===== src/rtl/pipe_stage_reg_pkg.sv =====
//==============================================================================
// Module      : pipe_pkg
// Description : Shared types and constants for the pipe_stage_reg block:
//               occupancy state encoding and default field widths.
// Revision    : 1.0  initial release
//==============================================================================
`default_nettype none

package pipe_pkg;

  // Default payload width: shifter, mem, ALU, HiLo and 64-bit HiLo source fields
  localparam int c_DATA_W_DEFAULT = 224;
  // Default control width: RegWrite, MemtoReg, Shift, Mf, HiLoWrite, WN[4:0]
  localparam int c_CTRL_W_DEFAULT = 10;

  // Number of held entries doubles as the state encoding
  typedef enum logic [1:0] {
    ST_EMPTY = 2'd0,
    ST_BUSY  = 2'd1,
    ST_FULL  = 2'd2
  } state_t;

  // Held-entry count for a state; the unused encoding reports zero
  function automatic logic [1:0] occ_of(input state_t s);
    logic [1:0] v;
    case (s)
      ST_BUSY: v = 2'd1;
      ST_FULL: v = 2'd2;
      default: v = 2'd0;
    endcase
    return v;
  endfunction

endpackage

`default_nettype wire


===== src/rtl/pipe_stage_reg_if.sv =====
//==============================================================================
// Module      : pipe_stage_reg_if
// Description : Upstream/downstream handshake bundle of one pipeline stage.
//               master = environment side, slave = stage side.
// Revision    : 1.0  initial release
//==============================================================================
`default_nettype none

interface pipe_stage_reg_if #(
  parameter int DATA_W = pipe_pkg::c_DATA_W_DEFAULT,
  parameter int CTRL_W = pipe_pkg::c_CTRL_W_DEFAULT
);

  logic              in_valid;
  logic              in_ready;
  logic [CTRL_W-1:0] in_ctrl;
  logic [DATA_W-1:0] in_data;
  logic              out_valid;
  logic              out_ready;
  logic [CTRL_W-1:0] out_ctrl;
  logic [DATA_W-1:0] out_data;
  logic              flush;
  logic [1:0]        occupancy;

  modport master (
    output in_valid, in_ctrl, in_data, out_ready, flush,
    input  in_ready, out_valid, out_ctrl, out_data, occupancy
  );

  modport slave (
    input  in_valid, in_ctrl, in_data, out_ready, flush,
    output in_ready, out_valid, out_ctrl, out_data, occupancy
  );

endinterface

`default_nettype wire


===== src/rtl/pipe_stage_reg_data_reg.sv =====
//==============================================================================
// Module      : pipe_data_reg
// Description : Enable-load register with synchronous clear; holds one
//               {ctrl, data} pipeline entry.
// Revision    : 1.0  initial release
//==============================================================================
`default_nettype none

module pipe_data_reg #(
  parameter int WIDTH = pipe_pkg::c_CTRL_W_DEFAULT + pipe_pkg::c_DATA_W_DEFAULT
) (
  input  wire logic             clk,
  input  wire logic             i_clr,
  input  wire logic             i_en,
  input  wire logic [WIDTH-1:0] i_d,
  output logic      [WIDTH-1:0] o_q
);

  logic [WIDTH-1:0] r_q;

  // Clear wins over load; otherwise hold
  always_ff @(posedge clk) begin
    if (i_clr) begin
      r_q <= '0;
    end else if (i_en) begin
      r_q <= i_d;
    end
  end

  assign o_q = r_q;

endmodule

`default_nettype wire


===== src/rtl/pipe_stage_reg.sv =====
//==============================================================================
// Module      : pipe_stage_reg
// Description : Two-entry (main + skid) pipeline stage register with a fully
//               registered in_ready. Output always comes from the main entry;
//               control is zeroed while no entry is held.
//               Optional feature macro: PIPE_STAGE_FLUSH_EN (enables flush).
// Revision    : 1.0  initial release
//==============================================================================
`default_nettype none

module pipe_stage_reg import pipe_pkg::*; #(
  parameter int DATA_W = c_DATA_W_DEFAULT,
  parameter int CTRL_W = c_CTRL_W_DEFAULT
) (
  input wire logic        clk,
  input wire logic        rst,
  pipe_stage_reg_if.slave bus
);

  localparam int c_ENTRY_W = CTRL_W + DATA_W;

  state_t               r_state;
  state_t               w_next_state;
  logic                 r_in_ready;
  logic                 w_out_valid;
  logic                 w_in_xfer;
  logic                 w_out_xfer;
  logic                 w_flush;
  logic                 w_main_en;
  logic                 w_main_from_skid;
  logic                 w_skid_en;
  logic [c_ENTRY_W-1:0] w_in_entry;
  logic [c_ENTRY_W-1:0] w_main_d;
  logic [c_ENTRY_W-1:0] w_main_q;
  logic [c_ENTRY_W-1:0] w_skid_q;

  assign w_in_entry  = {bus.in_ctrl, bus.in_data};
  assign w_out_valid = (r_state != ST_EMPTY);
  assign w_in_xfer   = bus.in_valid & r_in_ready;
  assign w_out_xfer  = w_out_valid & bus.out_ready;

`ifdef PIPE_STAGE_FLUSH_EN
  assign w_flush = bus.flush;
`else
  // Flush port is accepted but has no effect in this build
  assign w_flush = 1'b0;
`endif

  // State register; in_ready is precomputed from the next state so it never
  // depends combinationally on out_ready
  always_ff @(posedge clk) begin
    if (rst) begin
      r_state    <= ST_EMPTY;
      r_in_ready <= 1'b1;
    end else begin
      r_state    <= w_next_state;
      r_in_ready <= (w_next_state != ST_FULL);
    end
  end

  // Next-state: occupancy moves by +1 per accepted input, -1 per delivered output
  always_comb begin
    w_next_state = r_state;
    if (w_flush) begin
      w_next_state = ST_EMPTY;
    end else begin
      case (r_state)
        ST_EMPTY: begin
          if (w_in_xfer) w_next_state = ST_BUSY;
        end
        ST_BUSY: begin
          if (w_in_xfer && !w_out_xfer)      w_next_state = ST_FULL;
          else if (!w_in_xfer && w_out_xfer) w_next_state = ST_EMPTY;
        end
        ST_FULL: begin
          if (w_out_xfer) w_next_state = ST_BUSY;
        end
        default: w_next_state = ST_EMPTY;
      endcase
    end
  end

  // Entry load controls: main takes the input unless an older entry waits in skid
  always_comb begin
    w_main_en        = 1'b0;
    w_main_from_skid = 1'b0;
    w_skid_en        = 1'b0;
    if (!w_flush) begin
      case (r_state)
        ST_EMPTY: begin
          w_main_en = w_in_xfer;
        end
        ST_BUSY: begin
          w_main_en = w_in_xfer & w_out_xfer;
          w_skid_en = w_in_xfer & ~w_out_xfer;
        end
        ST_FULL: begin
          w_main_en        = w_out_xfer;
          w_main_from_skid = 1'b1;
        end
        default: begin
          w_main_en = 1'b0;
        end
      endcase
    end
  end

  assign w_main_d = w_main_from_skid ? w_skid_q : w_in_entry;

  pipe_data_reg #(.WIDTH(c_ENTRY_W)) u_main (
    .clk   (clk),
    .i_clr (rst),
    .i_en  (w_main_en),
    .i_d   (w_main_d),
    .o_q   (w_main_q)
  );

  pipe_data_reg #(.WIDTH(c_ENTRY_W)) u_skid (
    .clk   (clk),
    .i_clr (rst),
    .i_en  (w_skid_en),
    .i_d   (w_in_entry),
    .o_q   (w_skid_q)
  );

  assign bus.in_ready  = r_in_ready;
  assign bus.out_valid = w_out_valid;
  assign bus.out_ctrl  = w_out_valid ? w_main_q[c_ENTRY_W-1 -: CTRL_W] : '0;
  assign bus.out_data  = w_main_q[DATA_W-1:0];
  assign bus.occupancy = occ_of(r_state);

endmodule

`default_nettype wire


===== src/flat_wrapper.sv =====
// flat-port wrapper written by rule: the top's interface ports become plain ports
module pipe_stage_reg_flat import pipe_pkg::*;
#(
  parameter int DATA_W = c_DATA_W_DEFAULT,
  parameter int CTRL_W = c_CTRL_W_DEFAULT
)
  (clk, rst, bus_in_valid, bus_in_ctrl, bus_in_data, bus_out_ready, bus_flush, bus_in_ready, bus_out_valid, bus_out_ctrl, bus_out_data, bus_occupancy);
  pipe_stage_reg_if #(.DATA_W(DATA_W), .CTRL_W(CTRL_W)) bus_i ();
  input wire logic clk;
  input wire logic rst;
  input wire logic [$bits(bus_i.in_valid)-1:0] bus_in_valid;
  input wire logic [$bits(bus_i.in_ctrl)-1:0] bus_in_ctrl;
  input wire logic [$bits(bus_i.in_data)-1:0] bus_in_data;
  input wire logic [$bits(bus_i.out_ready)-1:0] bus_out_ready;
  input wire logic [$bits(bus_i.flush)-1:0] bus_flush;
  output wire logic [$bits(bus_i.in_ready)-1:0] bus_in_ready;
  output wire logic [$bits(bus_i.out_valid)-1:0] bus_out_valid;
  output wire logic [$bits(bus_i.out_ctrl)-1:0] bus_out_ctrl;
  output wire logic [$bits(bus_i.out_data)-1:0] bus_out_data;
  output wire logic [$bits(bus_i.occupancy)-1:0] bus_occupancy;
  assign bus_i.in_valid = bus_in_valid;
  assign bus_i.in_ctrl = bus_in_ctrl;
  assign bus_i.in_data = bus_in_data;
  assign bus_i.out_ready = bus_out_ready;
  assign bus_i.flush = bus_flush;
  assign bus_in_ready = bus_i.in_ready;
  assign bus_out_valid = bus_i.out_valid;
  assign bus_out_ctrl = bus_i.out_ctrl;
  assign bus_out_data = bus_i.out_data;
  assign bus_occupancy = bus_i.occupancy;
  pipe_stage_reg #(.DATA_W(DATA_W), .CTRL_W(CTRL_W)) u_core (.clk(clk), .rst(rst), .bus(bus_i));
endmodule

===== config.mk =====
export PLATFORM = sky130hd
export DESIGN_NAME = pipe_stage_reg_flat
export DESIGN_NICKNAME = d
export VERILOG_FILES = /design/src/rtl/pipe_stage_reg_pkg.sv /design/src/rtl/pipe_stage_reg_if.sv /design/src/rtl/pipe_stage_reg_data_reg.sv /design/src/rtl/pipe_stage_reg.sv /design/src/flat_wrapper.sv
export SDC_FILE = /design/constraint.sdc
export NUM_CORES = 1
export LEC_CHECK = 0
export BUFFER_PORTS_ARGS = -buffer_cell sky130_fd_sc_hd__buf_2
export CAP_MARGIN = 10
export CORE_MARGIN = 2
export CORE_UTILIZATION = 49
export DETAILED_ROUTE_END_ITERATION = 16
export GPL_ROUTABILITY_DRIVEN = 0
export MAX_ROUTING_LAYER = met4
export PLACE_DENSITY = 0.78
export SLEW_MARGIN = 20
export SYNTH_ARGS = -nofsm -noshare
export SYNTH_HDL_FRONTEND = slang
export SYNTH_SLANG_ARGS = --single-unit

===== constraint.sdc =====
create_clock -name clk -period 1.5 [get_ports clk]
set_input_delay 0.45 -clock clk [delete_from_list [all_inputs] [get_ports clk]]
set_output_delay 0.45 -clock clk [all_outputs]
set_load 0.005 [all_outputs]

# Yosys cells after proc, flatten, opt, wreduce, memory -nomap -nowiden

Index checks and enable logic that the tools add are counted.
Widths: inputs -> output; s select.

Register bits: 471
Input bits: 239
Output and inout bits: 238
Logic and storage cells: 29

Eq/ne operators: 3
Muxes and demuxes: 11
Bitwise operators: 5
Reductions and logical operators: 6

Operator list:

| operator           | number |
|---|---|
| $mux 234           | 1 |
| $mux 10            | 1 |
| $mux 2             | 4 |
| $pmux 2 s3         | 1 |
| $and 1x1->1        | 4 |
| $pmux 2 s2         | 1 |
| $pmux 1 s3         | 1 |
| $eq 2x1->1 const B | 1 |
| $eq 2x2->1 const B | 1 |
| $logic_and 1x1->1  | 2 |
| $logic_not 1->1    | 2 |
| $logic_not 2->1    | 1 |
| $mux 1             | 2 |
| $ne 2x2->1 const B | 1 |
| $reduce_bool 2->1  | 1 |
| $not 1->1          | 1 |

# Longest topological paths before layout

Gate-level depths: netlist of run 1.

Depth after elaboration: 7
Gate-level depth with buffers: 8
Gate-level depth less buffers: 4

# Hierarchy

A second synthesis of run 1 with hierarchy kept.

Cell total of the unflattened synthesis: 2292
Area, all modules: 19801.5 um^2

By module, submodules not included:

| module         | instances | cells an instance | area an instance (um^2) |
|---|---|---|---|
| pipe_data_reg  | 2         | 754               | 8313.0 |
| pipe_stage_reg | 1         | 784               | 3175.5 |

# Worst setup path after synthesis of run 1

No wires, ideal clock.

Path type: input to register
Start: in bus_in_valid
End: reg u_core.u_main.r_q[227], in the netlist u_core.u_main.o_q[227]
Data arrival time: 1418 ps
Path slack: -66 ps
Cell stages on the path: 6
Path buffers: 3
Cell sequence: nand2_1 > o31ai_1 > buf_2 > buf_2 > buf_2 > a211oi_1

Longest elaborated chain between the ends: 3

Ends and longest elaborated chain:

| item                   | line                          | source |
|---|---|---|
| start: declaration     | flat_wrapper.sv:11            | `input wire logic [$bits(bus_i.in_valid)-1:0] bus_in_valid;` |
| $and 1x1->1 (*)        | pipe_stage_reg.sv:39          | `assign w_in_xfer = bus.in_valid & r_in_ready;` |
| $and 1x1->1            | pipe_stage_reg.sv:94          | `w_main_en = w_in_xfer & w_out_xfer;` |
| $pmux 1 s3 (*)         | pipe_stage_reg.sv:89          | `case (r_state)` |
| end signal: assignment | pipe_stage_reg_data_reg.sv:26 | `r_q <= i_d;` |
| end: declaration       | pipe_stage_reg_data_reg.sv:19 | `logic [WIDTH-1:0] r_q;` |

Mark *: on every way between the ends. The rest lies on a longest branch, timed or not.
A chain may end at the register's enable or synchronous reset.

# Worst setup path after layout of run 1

Start: reg u_core.r_state[1]
End: reg u_core.u_skid.r_q[180], in the netlist u_core.u_skid.o_q[180]

Longest elaborated chain between the ends: 5
Elaborated cells between the ends (all ways): 6
Those cells by class: eq/ne (1); mux (1); bitwise (3); reduce/logical (1)

Ends and longest elaborated chain:

| item                     | line                          | source |
|---|---|---|
| start: declaration       | pipe_stage_reg.sv:22          | `state_t r_state;` |
| start signal: assignment | pipe_stage_reg.sv:56          | `r_state <= w_next_state;` |
| $reduce_bool 2->1        | pipe_stage_reg.sv:38          | `assign w_out_valid = (r_state != ST_EMPTY);` |
| $and 1x1->1              | pipe_stage_reg.sv:40          | `assign w_out_xfer = w_out_valid & bus.out_ready;` |
| $not 1->1                | pipe_stage_reg.sv:95          | `w_skid_en = w_in_xfer & ~w_out_xfer;` |
| $and 1x1->1              | pipe_stage_reg.sv:95          |  |
| $mux 1 (*)               | pipe_stage_reg.sv:89          |  |
| end signal: assignment   | pipe_stage_reg_data_reg.sv:26 |  |
| end: declaration         | pipe_stage_reg_data_reg.sv:19 |  |

Marks and branches as above.

==> metrics.txt, run 1 <==
Syn Area/Cell 9.22 um^2; fillers 2966; Leak 0.0130 uW; Worst Min Path Start bus_in_data[53]; Die H 212 um; Synth Warn # 0; vias in the first global route 17500; Vias/cell 5.62; Setup WS pre-CTS -0.443 ns; 1st-pass router iterations 6; Final Hold Fails 0; final worst setup slack -0.456 ns; clk buf depth 3; failing checks negative setup slack; # Max-Cap Violations 0; Synth Cell Area 21300 um^2; worst r2r src u_core.r_state[1]$_SDFF_PP0_; max frequency 511 MHz; fin crit period about 2 ns; largest net degree at the start of global routing 41; peak supply drop 0.00115 V; Crit Path Class flip-flop to flip-flop; via count 19000; initial core utilization ~50%; Setup Skew 0.0172 ns; Die Area approximately 45000 um^2; status finished, violations left; fin crit share 130%; layout overhead on the synthesized area 33.2%; core region area 43000 um^2; Setup crit end kind flip-flop; grt ovf 0; CTS tree built; post-detailed-route wirelength per cell 20.8 um; fin. max-slew vios 0; CP arrival 2.42 ns; Worst-Margin Slew between 0.6 and 0.7 ns; Synth Register Bits 471; Root Buffer clkbuf_16; max_slew headroom 53.1%; CP Launch Point u_core.r_state[1]$_SDFF_PP0_; met2 WL post-DR between 30000 and 40000 um; I/O pin total around 480; I/O Buffers 475; fin util between 60% and 70%; NumNets Final 2975; H-tree Lvls 2; required time of the worst setup path roughly 2.0 ns; Max Fanout on Critical Path 21; latest clock arrival within the worst-skew pair 0.59 ns; Reg area between 9000 and 10000 um^2; antenna violations before repair 16; clk sinks 471; TritonCTS buffer count 49; dpl cells 3109; syn nets 2550; register area share after synthesis 44.3%; DP HPWL 38900 um; DRC errors left 0; final cell count without fillers 3375; RSZ-0062 raised after global routing yes; final setup fails slightly above 600; Hold Path Class input pin to flip-flop; Synth Instances 2311; Unique masters post-synth 22; Detail Route met3 WL 6720 um; Routed met1 length around 26000 um; PD cells 1160 nW/um^2; WL final 70100 um; Highest Signal Layer met4; area of the multi-input gates between 9000 and 10000 um^2; Routed Antenna Nets 0; number of placement rows between 70 and 80; startpoint types flip-flop; Die X-Extent around 210 um; Iter 0 DRT Violations 1488; Fin Hold WS around 0.11 ns; layout cells sized above 1 43.0%; clock-pin slew on the worst setup and hold paths roughly 0.060 ns; Total GRT Usage 26.1%; first-pass GRT wire length slightly above 90000 um; total negative slack -109.14 ns
## worst max-delay path, stage by stage (launching register included)
cell and delay, ns:
dfxtp_4 0.36, buf_4 0.16, nand4b_4 0.17, buf_4 0.16
nor2_4 0.12, buf_12 0.13, buf_12 0.17, buf_12 0.18
nand2_1 0.08, a21oi_1 0.30
## sequential cells by signal, summed over array words and instances (netlist names)
register,flops
u_core.u_main.o_q,234
u_core.u_skid.o_q,234
u_core.r_state,2
u_core.bus.in_ready,1
## final cells by class
cell class	count	share of cell area [%]
diodes	19	0.168
clock buffers	70	4.99
clock inverters	16	0.803
inverters	3	0.0397
multi-input cells	1430	33.8
flip-flops and latches	471	33.3
well taps	585	2.58
repair buffers	781	24.4
## cell usage after synthesis, drive strengths merged
cell / count / share of area [%]
o22a: 1 / 0.041
nand2b: 1 / 0.029
clkbuf: 59 / 1.0
inv: 3 / 0.053
nor2b: 12 / 0.35
nor2: 237 / 4.2
a211oi: 235 / 13
dfxtp: 471 / 44
nand3b: 1 / 0.035
nand2: 470 / 8.3
or2: 1 / 0.029
a21oi: 234 / 5.5
o21a: 1 / 0.035
buf: 348 / 12
mux2i: 235 / 11
nand4b: 1 / 0.11
o31ai: 1 / 0.035
## per-stage QoR
stage               instance area (um^2)  total power (uW)
finish                             28400             33000
global route                       28400             34100
floorplan                          21400             17300
CTS                                26300             31700
global placement                   23300             18200
detailed placement                 23300             18400
## what timing repair did
item                       CTS  global route
hold buffers                 0             0
pin swaps                   12           187
setup endpoints to repair  662           702
gates resized for setup    102           233
cloned                      26            32
buffers inserted            30            81
## placed cells by master, fill, tap and decap left out, drive strengths merged
cell / count
buf: 751
dfxtp: 471
nand2: 470
nor2: 237
mux2i: 235
a211oi: 235
a21oi: 234
clkbuf: 99
diode: 19
nor2b: 12
clkinv: 6
bufinv: 5
inv: 5
clkinvlp: 3
o21a: 1
o22a: 1
nand2b: 1
nand4b: 1
or2: 1
nand3b: 1
o31ai: 1
bufbuf: 1
## worst paths after layout
kind | cells past startpoint | end | slack (ns)
worst max-delay path | 9 | u_core.u_skid.o_q[180]$_SDFFE_PP0P_ | -0.46
worst min-delay path | 3 | u_core.u_skid.o_q[53]$_SDFFE_PP0P_ | 0.11
worst max register to register | 9 | u_core.u_skid.o_q[180]$_SDFFE_PP0P_ | -0.46
worst min register to register | 2 | u_core.u_skid.o_q[170]$_SDFFE_PP0P_ | 0.45
## metal layers
| layer | global-route usage (%) | vias to the layer above |
|---|---|---|
| met3 | 7.42 | 265 |
| met5 | - | - |
| met4 | 11.1 | 0 |
| met2 | 42.8 | 1052 |
| met1 | 29.7 | 9182 |
| li1 | - | 8465 |
## logic make-up (layout without fill, tap and decap cells)
kind of cell	Yosys count	count (layout)	synth area share, %
DFF	471	471	44.3
other	0	19	0
AOI/OAI and AO/OA	472	472	18.4
muxes	235	235	11.0
buffers and inverters	410	870	13.3
and+or+nand+nor	723	723	13.0
## power breakdown
group	total, uW	internal [uW]	switching, uW
Sequential	13900	13300	537
Clock	12700	7410	5250
Combinational	6520	3310	3210
Total	33000	24000	8990
(Power assumes the default switching activity.)
==> inputs of run 2 (changes only) <==
- CORE_MARGIN: 2 -> 5
==> metrics.txt, run 2 (synthesis results as in run 1) <==
status finished, violations left; failing checks negative setup slack; initial core utilization 49.4% (-0.11 points); RSZ-0062 raised after global routing yes; clock-pin slew on the worst setup and hold paths 0.07 ns (about the same); Die X-Extent 218 um (+2.8%); Leak 0.0134 uW (+2.8%); max_slew headroom 68.8% (+16 points); Setup crit end kind flip-flop; area of the multi-input gates 10100 um^2 (+5.2%); required time of the worst setup path 1.96 ns (about the same); Hold Path Class input pin to flip-flop; clk sinks 471 (unchanged); I/O Buffers 475 (unchanged); most frequent cells in the layout buf_2, dfxtp_1, nand2_1; Die H 218 um (+2.8%); CP arrival 2.51 ns (+0.09 ns); CP Launch Point u_core.r_state[0]$_SDFF_PP0_; Final Hold Fails 0 (unchanged); CTS tree built; post-detailed-route wirelength per cell 23.6 um (+14%); Max Fanout on Critical Path 7 (-67%); TritonCTS buffer count 49 (unchanged); total negative slack -131.49 ns (-22.35 ns); fillers 2637 (-11%); via count 20100 (+5.9%); Vias/cell 5.89 (+4.9%); PD cells 1130 nW/um^2 (-2.9%); Iter 0 DRT Violations 2359 (+59%); final worst setup slack -0.553 ns (-0.0967 ns); largest net degree at the start of global routing 69 (+68%); final setup fails 616 (+1.8%); Final Power 33600 uW (+1.7%); first-pass GRT wire length 113000 um (+24%); FF-to-FF End u_core.u_main.o_q[116]$_SDFFE_PP0P_; latest clock arrival within the worst-skew pair 0.58 ns (about the same); H-tree Lvls 2 (unchanged); max frequency 487 MHz (-4.7%); reg2reg setup slack -0.55 ns (-0.10 ns); number of placement rows 76 (unchanged); Reg area 9440 um^2 (about the same); layout overhead on the synthesized area 39.5%; Setup WS pre-CTS -0.355 ns (+0.0885 ns); Total GRT Usage 30.4% (+4.4 points); Routed Antenna Nets 0 (unchanged); reg2reg path depth 10 (+1); fin crit period 2.05 ns (+0.0967 ns); WL final 80400 um (+15%); commonest non-fill, non-tap cell in the layout buf_2; fin crit share 137% (+6.4 points); NumNets Final 3011 (+1.2%); Worst-Margin Slew 0.455 ns (-0.229 ns); layout cells sized above 1 48.1% (+5.2 points); vias in the first global route 20200 (+16%); hold-fix buffers at CTS 0 (unchanged); worst r2r src u_core.r_state[0]$_SDFF_PP0_; core region area 43100 um^2 (+0.22%); 1st-pass router iterations 8 (+2); startpoint types flip-flop; # Max-Cap Violations 0 (unchanged); dpl cells 3111 (+0.064%); I/O pin total 477 (unchanged); crit path capture u_core.u_main.o_q[116]$_SDFFE_PP0P_; grt ovf 0 (unchanged); Root Buffer clkbuf_16; Crit Path Class flip-flop to flip-flop; final cell count without fillers 3407 (+0.95%); antenna violations before repair 13 (-3); DRC errors left 0 (unchanged); fin. max-slew vios 0 (unchanged); Fin Hold WS 0.118 ns (+0.00489 ns); clk buf depth 3 (unchanged); Setup Skew 0.0235 ns (+0.00630 ns); DP HPWL 39800 um (+2.3%); Die Area 47700 um^2 (+5.7%); peak supply drop 0.00103 V (-10%)
==> run 2: cell count changes in the layout (fill, tap and decap cells not counted), moves of 21 or more <==
| cell | delta |
|---|---|
| buf_16 | +21 |
| a21oi_2 | +81 |
| buf_12 | +33 |
| clkbuf_16 | -21 |
| a21oi_1 | -81 |
| nor2_1 | -28 |
==> run 2: worst min path at each step <==
| stage | start | to | cells past startpoint |
|---|---|---|---|
| 6_report | bus_in_data[38] | u_core.u_skid.o_q[38]$_SDFFE_PP0P_ | 3 |
| 5_1_grt | bus_in_data[48] | u_core.u_skid.o_q[48]$_SDFFE_PP0P_ | 3 |
| 4_1_cts | bus_in_data[160] | u_core.u_skid.o_q[160]$_SDFFE_PP0P_ | 3 |
| 3_5_place_dp | u_core.u_skid.o_q[2]$_SDFFE_PP0P_ | u_core.u_skid.o_q[2]$_SDFFE_PP0P_ | 2 |
| 3_3_place_gp | u_core.u_skid.o_q[98]$_SDFFE_PP0P_ | u_core.u_skid.o_q[98]$_SDFFE_PP0P_ | 2 |
| 2_1_floorplan | u_core.u_skid.o_q[0]$_SDFFE_PP0P_ | u_core.u_skid.o_q[0]$_SDFFE_PP0P_ | 2 |
==> run 2: worst max-delay path: stages, from the launching register on <==
cell	delay, ns
dfxtp_2	0.33
buf_4	0.13
buf_6	0.10
nor2b_4	0.12
o31ai_4	0.20
buf_12	0.18
buf_16	0.16
buf_12	0.14
buf_16	0.13
nor2_1	0.10
a211oi_2	0.30
==> run 2: per-stage QoR <==
| step | util [%] | cell area, um^2 |
|---|---|---|
| 2_1_floorplan | - | 21400 |
| 3_3_place_gp | 54.3 | 23400 |
| 3_5_place_dp | 54.3 | 23400 |
| 4_1_cts | 67.8 | 29200 |
| 5_1_grt | 69.0 | 29700 |
| 6_report | 69.0 | 29700 |
==> run 2: final cells by class <==
class	instances	share of cell area, %
Antenna cell	14	0.118
Clock buffer	74	4.96
Clock inverter	13	0.505
Inverter	3	0.0547
Multi-Input combinational cell	1430	33.9
Sequential cell	471	31.8
Tap cell	585	2.46
Timing Repair Buffer	817	26.2
==> run 2: metal layers <==
metal	GRT usage [%]	vias to the layer above	share of wire, %
met3	7.37	427	11
met1	35.1	9569	36
met4	12.9	0	5.8
met2	50.8	1527	48
met5	-	-	0
li1	-	8558	-
==> run 2: power by group <==
group | switching (uW) | leakage (uW) | internal, uW
Clock | 5240 | 0.000801 | 7280
Combinational | 3550 | 0.00875 | 3610
Sequential | 609 | 0.00386 | 13300
==> run 2: timing repair <==
item | in CTS | in global routing
resized for setup | 355 | 204
endpoints found under the setup margin | 663 | 698
cloned | 64 | 6
pin swaps | 169 | 75
buffers inserted | 122 | 38
endpoints found under the hold margin | 0 | 0
